[src/rtl/core_pkg.sv]
// Shared core types and constants: register index/word types and the
// architectural register numbers the register file treats specially.
package core_pkg;

    localparam int DATA_W = 32;
    localparam int ADDR_W = 5;

    typedef logic [ADDR_W-1:0]        reg_idx_t;
    typedef logic signed [DATA_W-1:0] word_t;

    localparam reg_idx_t REG_ZERO = reg_idx_t'(0);
    localparam reg_idx_t REG_SP   = reg_idx_t'(2);

endpackage

[src/rtl/reg_file_rd_port.sv]
// One combinational read port of the register file: zero-register masking
// plus, when REG_FILE_BYPASS_EN is defined, same-cycle write forwarding.
module reg_file_rd_port #(
    parameter int DATA_W = 32,
    parameter int ADDR_W = 5,
    parameter int NREGS  = 2**ADDR_W
) (
    input  logic                     rst,
    input  logic [ADDR_W-1:0]        addr,
    input  logic signed [DATA_W-1:0] regs [NREGS],
    input  logic                     we,
    input  logic [ADDR_W-1:0]        wr_addr,
    input  logic signed [DATA_W-1:0] wr_data,
    output logic signed [DATA_W-1:0] data
);
    import core_pkg::*;

    logic is_zero;
    assign is_zero = (addr == ADDR_W'(REG_ZERO));

`ifdef REG_FILE_BYPASS_EN
    logic fwd;
    // The value in flight wins over storage, except while reset holds state.
    assign fwd = !rst && we && (wr_addr != ADDR_W'(REG_ZERO)) && (wr_addr == addr);

    always_comb begin
        data = regs[addr];
        if (is_zero) begin
            data = '0;
        end else if (fwd) begin
            data = wr_data;
        end
    end
`else
    logic unused_bypass_inputs;
    assign unused_bypass_inputs = ^{rst, we, wr_addr, wr_data};

    always_comb begin
        data = regs[addr];
        if (is_zero) begin
            data = '0;
        end
    end
`endif

endmodule

[src/rtl/reg_file.sv]
// Architectural register file: two combinational read ports, one clocked write
// port, r0 hardwired to zero, sp resets to SP_RESET. Macro REG_FILE_BYPASS_EN.
module reg_file #(
    parameter int                 DATA_W   = core_pkg::DATA_W,
    parameter int                 ADDR_W   = core_pkg::ADDR_W,
    parameter logic [DATA_W-1:0]  SP_RESET = '0
) (
    input  logic                     clk,
    input  logic                     rst,
    input  logic [ADDR_W-1:0]        rs1_addr,
    input  logic [ADDR_W-1:0]        rs2_addr,
    input  logic [ADDR_W-1:0]        rd_addr,
    input  logic signed [DATA_W-1:0] rd_data,
    input  logic                     we,
    output logic signed [DATA_W-1:0] rs1_data,
    output logic signed [DATA_W-1:0] rs2_data
);
    import core_pkg::*;

    localparam int NREGS = 2**ADDR_W;

    logic signed [DATA_W-1:0] regs [NREGS];

    // Slot 0 exists only so the read muxes can index uniformly; it is never stored.
    assign regs[0] = '0;

    generate
        for (genvar gi = 1; gi < NREGS; gi++) begin : g_reg
            localparam logic signed [DATA_W-1:0] RST_VAL =
                (gi == int'(REG_SP)) ? SP_RESET : '0;

            logic signed [DATA_W-1:0] value_reg;

            always_ff @(posedge clk or posedge rst) begin
                if (rst) begin
                    value_reg <= RST_VAL;
                end else if (we && (rd_addr == ADDR_W'(gi))) begin
                    value_reg <= rd_data;
                end
            end

            assign regs[gi] = value_reg;
        end
    endgenerate

    reg_file_rd_port #(
        .DATA_W (DATA_W),
        .ADDR_W (ADDR_W),
        .NREGS  (NREGS)
    ) u_rd_port1 (
        .rst     (rst),
        .addr    (rs1_addr),
        .regs    (regs),
        .we      (we),
        .wr_addr (rd_addr),
        .wr_data (rd_data),
        .data    (rs1_data)
    );

    reg_file_rd_port #(
        .DATA_W (DATA_W),
        .ADDR_W (ADDR_W),
        .NREGS  (NREGS)
    ) u_rd_port2 (
        .rst     (rst),
        .addr    (rs2_addr),
        .regs    (regs),
        .we      (we),
        .wr_addr (rd_addr),
        .wr_data (rd_data),
        .data    (rs2_data)
    );

endmodule

[config.mk]
export PLATFORM = sky130hd
export DESIGN_NAME = reg_file
export DESIGN_NICKNAME = d
export VERILOG_FILES = /design/src/rtl/core_pkg.sv /design/src/rtl/reg_file_rd_port.sv /design/src/rtl/reg_file.sv
export SDC_FILE = /design/constraint.sdc
export NUM_CORES = 2
export LEC_CHECK = 0
export CAP_MARGIN = 20
export CORE_UTILIZATION = 44
export CTS_CLUSTER_DIAMETER = 30
export DETAILED_ROUTE_END_ITERATION = 12
export GPL_TIMING_DRIVEN = 0
export PLACE_DENSITY = 0.6
export SYNTH_ARGS = -nofsm -noshare
export SYNTH_HDL_FRONTEND = slang
export SYNTH_SLANG_ARGS = --single-unit
export TNS_END_PERCENT = 50
[constraint.sdc]
create_clock -name clk -period 56.5 [get_ports clk]
set_input_delay 8.475 -clock clk [delete_from_list [all_inputs] [get_ports clk]]
set_output_delay 8.475 -clock clk [all_outputs]
set_load 0.01 [all_outputs]
==> reports/qor.tcl <==
set qor(timing.final.ws_setup_ps) 35060
set qor(cts.repair.resized) 0
set qor(hold-worst-slack_ps) 510
set qor(power.clock.fraction_pct) 49.2
set qor(share_comb_of_total_power_pct) 16.6
set qor(peakVddDrop_mv) 0.0382
set qor(grt_antenna_before_repair) 6
set qor(grt_pass1_wl_mm) 291
set qor(critical_path_class) {in2out}
set qor(cp_slowest_stage_delay_ps) 970
set qor(layout.cells.most_common_list) {1,078 x sky130_fd_sc_hd__mux2_2, 992 x sky130_fd_sc_hd__dfrtp_1, 527 x sky130_fd_sc_hd__mux2i_1, 287 x sky130_fd_sc_hd__o22ai_1, 223 x sky130_fd_sc_hd__clkbuf_16}
set qor(cap_viol_max_count) 0
set qor(p_int_mw) 2.02
set qor(synth.ff_latch_count) 992
set qor(routed_wirelength_mm) 205
set qor(netlist_instances) 4007
set qor(globalplace.congestion) 0.968
set qor(drt_iter0_markers) 4257
set qor(grt_total_usage_pct) 33.6
set qor(post-layout-total-power_mw) 2.80
set qor(finalNetCount) 4400
set qor(grt.overflow.total) 0
set qor(ff_latch_area_sq_mm) 0.0248
set qor(synth_edf_count) 0
set qor(io-pin-count) 114
set qor(average_routed_wire_per_standard_cell_um) 33.3
set qor(detailed_place.area_sq_mm) 0.0565
set qor(cts-htree-levels) 4
set qor(buffer_ports.inserted) 109
set qor(finClkSkew_ps) 0
set qor(remaining_drcs) 0
set qor(worst_skew_pair.late_latency_ps) 820
set qor(maxSlewHeadroom_pct) 15.4
set qor(rsz0062_at_grt) {false}
set qor(worst_hold_path_type) {reg2reg}
set qor(final-max-slew-violation-count) 0
set qor(detailedPlace.worstSlack_ps) 35400
set qor(die_width_um) 349
set qor(crit_path_cell_trace) {clkdlybuf4s50_1, buf_2, or2_2, buf_2, clkbuf_1, o22ai_1, nor3_1, a211oi_1, clkdlybuf4s50_1}
set qor(critical_path_peak_fanout) 10
set qor(final_antenna_net_count) 0
set qor(synth_seq_area_share_pct) 46.7
set qor(syn-mean-instance-area_sq_um) 13.3
set qor(multi_input_area_sq_mm) 0.0263
set qor(crit_path_start_kind) {input pin}
set qor(layout_worst_path_cycle_share_pct) 37.9
set qor(cts_root_buf) {sky130_fd_sc_hd__clkbuf_16}
set qor(synth_warnings) 0
set qor(die_h_um) 349
set qor(crit_slowest_cell) {sky130_fd_sc_hd__nor3_1}
set qor(tritoncts_num_sinks) 992
set qor(power.sequential.fraction_pct) 34.2
set qor(flow.area_growth_from_synthesis_pct) 21.5
set qor(critical_path.endpoint_type) {output port}
set qor(via_cell_ratio) 6.36
set qor(final_hold_viol_count) 0
set qor(power.share.switching_pct) 28.0
set qor(crit_arrival_ps) 12960
set qor(dp_hpwl_mm) 150
set qor(grt_pass1_vias) 39200
set qor(core_area_sq_mm) 0.120
set qor(synth-async-reset-ratio_pct) 100
set qor(detail_route.first_pass.iterations) 6
set qor(initial_utilization_pct) 44.3
set qor(synth_cell_types) 39
set qor(num_vias) 39100
set qor(synth_flop_cell) {sky130_fd_sc_hd__dfrtp_1}
set qor(data_required_time_at_the_worst_endpoint_ps) 48030
set qor(layout_min_cycle_time_ps) 21440
set qor(grt_max_degree) 126
set qor(postCtsSetupBuffers) 0
set qor(floorplan.rows) 127
set qor(final.fill_count) 10200
set qor(floorplan.die_area_sq_mm) 0.122
set qor(setup_total_negative_slack_ps) 0
set qor(cts_inserted_buffers) 223
set qor(switching_power_mw) 0.784
set qor(clk_pin_slew_ps) 50
set qor(synthesis.area_sq_mm) 0.0531
set qor(worst_pin_slew_ps) 1270
set qor(max-clock-path-buffers) 3
set qor(largest_register_ffs) 992
set qor(reg2reg_setup_slack_ps) 55640
set qor(finalSetupViolCount) 0
set qor(outcome) {finished clean}
set qor(power.static_leakage_nw) 28.7
set qor(syn_nets) 4057
set qor(share_of_cells_above_drive_strength_1_pct) 40.7
set qor(final_area_sq_mm) 0.0645
set qor(max_freq_ghz) 0.0467
set qor(tritoncts) {yes}
set qor(postCtsHoldBufs) 0
set qor(power.density_mw_per_mm2) 43.4
set qor(layout_commonest_cell) {sky130_fd_sc_hd__mux2_2}
worst paths after layout:
kind | startpoint | to | depth (start not counted)
setup reg to reg | g_reg[20].value_reg[15] | g_reg[20].value_reg[15] | 1
hold reg to reg | g_reg[28].value_reg[9] | g_reg[28].value_reg[9] | 1
min in group asynchronous | rst | g_reg[1].value_reg[3] | 2
max in group asynchronous | rst | g_reg[31].value_reg[21] | 4
hold / removal | g_reg[28].value_reg[9] | g_reg[28].value_reg[9] | 1
setup / recovery | rs1_addr[1] | rs1_data[14] | 9
final cells by class:
type,instances,share of cell area (%)
flip-flops and latches,992,38.5
multi-input cells,2585,40.8
clock buffers,284,9.53
diodes,2,0.00776
repair buffers,118,2.06
clock inverters,133,2.94
inverters,2,0.0233
well taps,1612,3.13
plain buffers,428,3.09
cells by family after synthesis:
logic type / synth area share [%]
compound gates: 6.71
simple gates: 2.65
buf+inv: 3.77
mux: 40.1
flops: 46.7
synthesized netlist by cell type (3+ instances only):
master                        n  area share (%)
sky130_fd_sc_hd__mux4_2     146             6.2
sky130_fd_sc_hd__o22ai_1    287             3.4
sky130_fd_sc_hd__nor2b_1      7           0.082
sky130_fd_sc_hd__buf_6        4           0.085
sky130_fd_sc_hd__nand4b_1     3           0.049
sky130_fd_sc_hd__or3_1       34            0.40
sky130_fd_sc_hd__nand2b_1    10            0.12
sky130_fd_sc_hd__a21oi_1     14            0.13
sky130_fd_sc_hd__nor2_1      31            0.22
sky130_fd_sc_hd__buf_2      177             1.7
sky130_fd_sc_hd__a22oi_1     63            0.89
sky130_fd_sc_hd__nand2_1     17            0.12
sky130_fd_sc_hd__o221ai_1    15            0.25
sky130_fd_sc_hd__nor3_1     148             1.4
sky130_fd_sc_hd__or2_2        4           0.047
sky130_fd_sc_hd__clkbuf_1   193             1.4
sky130_fd_sc_hd__a221o_1     15            0.28
sky130_fd_sc_hd__o31a_1      18            0.30
sky130_fd_sc_hd__a221oi_1    49            0.81
sky130_fd_sc_hd__buf_1       17            0.12
sky130_fd_sc_hd__mux2_1      55             1.2
sky130_fd_sc_hd__mux2_2    1078              23
sky130_fd_sc_hd__mux2i_1    527             9.9
sky130_fd_sc_hd__nand3_1      4           0.038
sky130_fd_sc_hd__buf_4       37            0.52
sky130_fd_sc_hd__dfrtp_1    992              47
sky130_fd_sc_hd__a211oi_1    46            0.65
worst max-delay path, delay by kind of cell:
family / cells / cell delay (ps)
compound gates: 2 / 530
buf+inv: 5 / 2760
simple gates: 2 / 1180
per-stage QoR:
| stage | util, % | std cells |
|---|---|---|
| after floorplan | - | 4007 |
| after global placement | 46.9 | 5728 |
| after detailed placement | 47.1 | 5737 |
| after CTS | 53.8 | 6154 |
| after global routing | 53.8 | 6154 |
| final | 53.9 | 6156 |
power groups by stage:
stage / Clock, mW / Sequential, mW / Combinational (mW)
final: 1.38 / 0.960 / 0.465
after global routing: 1.42 / 0.977 / 0.491
after global placement: 0 / 0.959 / 0.444
after floorplan: 0 / 0.933 / 0.325
after detailed placement: 0 / 0.963 / 0.455
after CTS: 1.38 / 0.954 / 0.457
layer usage:
| layer | global-route usage (%) | vias up | wire, um |
|---|---|---|---|
| met3 | 9.85 | 528 | 20300 |
| met5 | 0 | - | 13 |
| met2 | 49.2 | 1974 | 88800 |
| li1 | - | 16200 | - |
| met4 | 18.0 | 2 | 11700 |
| met1 | 45.0 | 20500 | 84500 |
No activity file was read; power rests on OpenSTA's default activity.
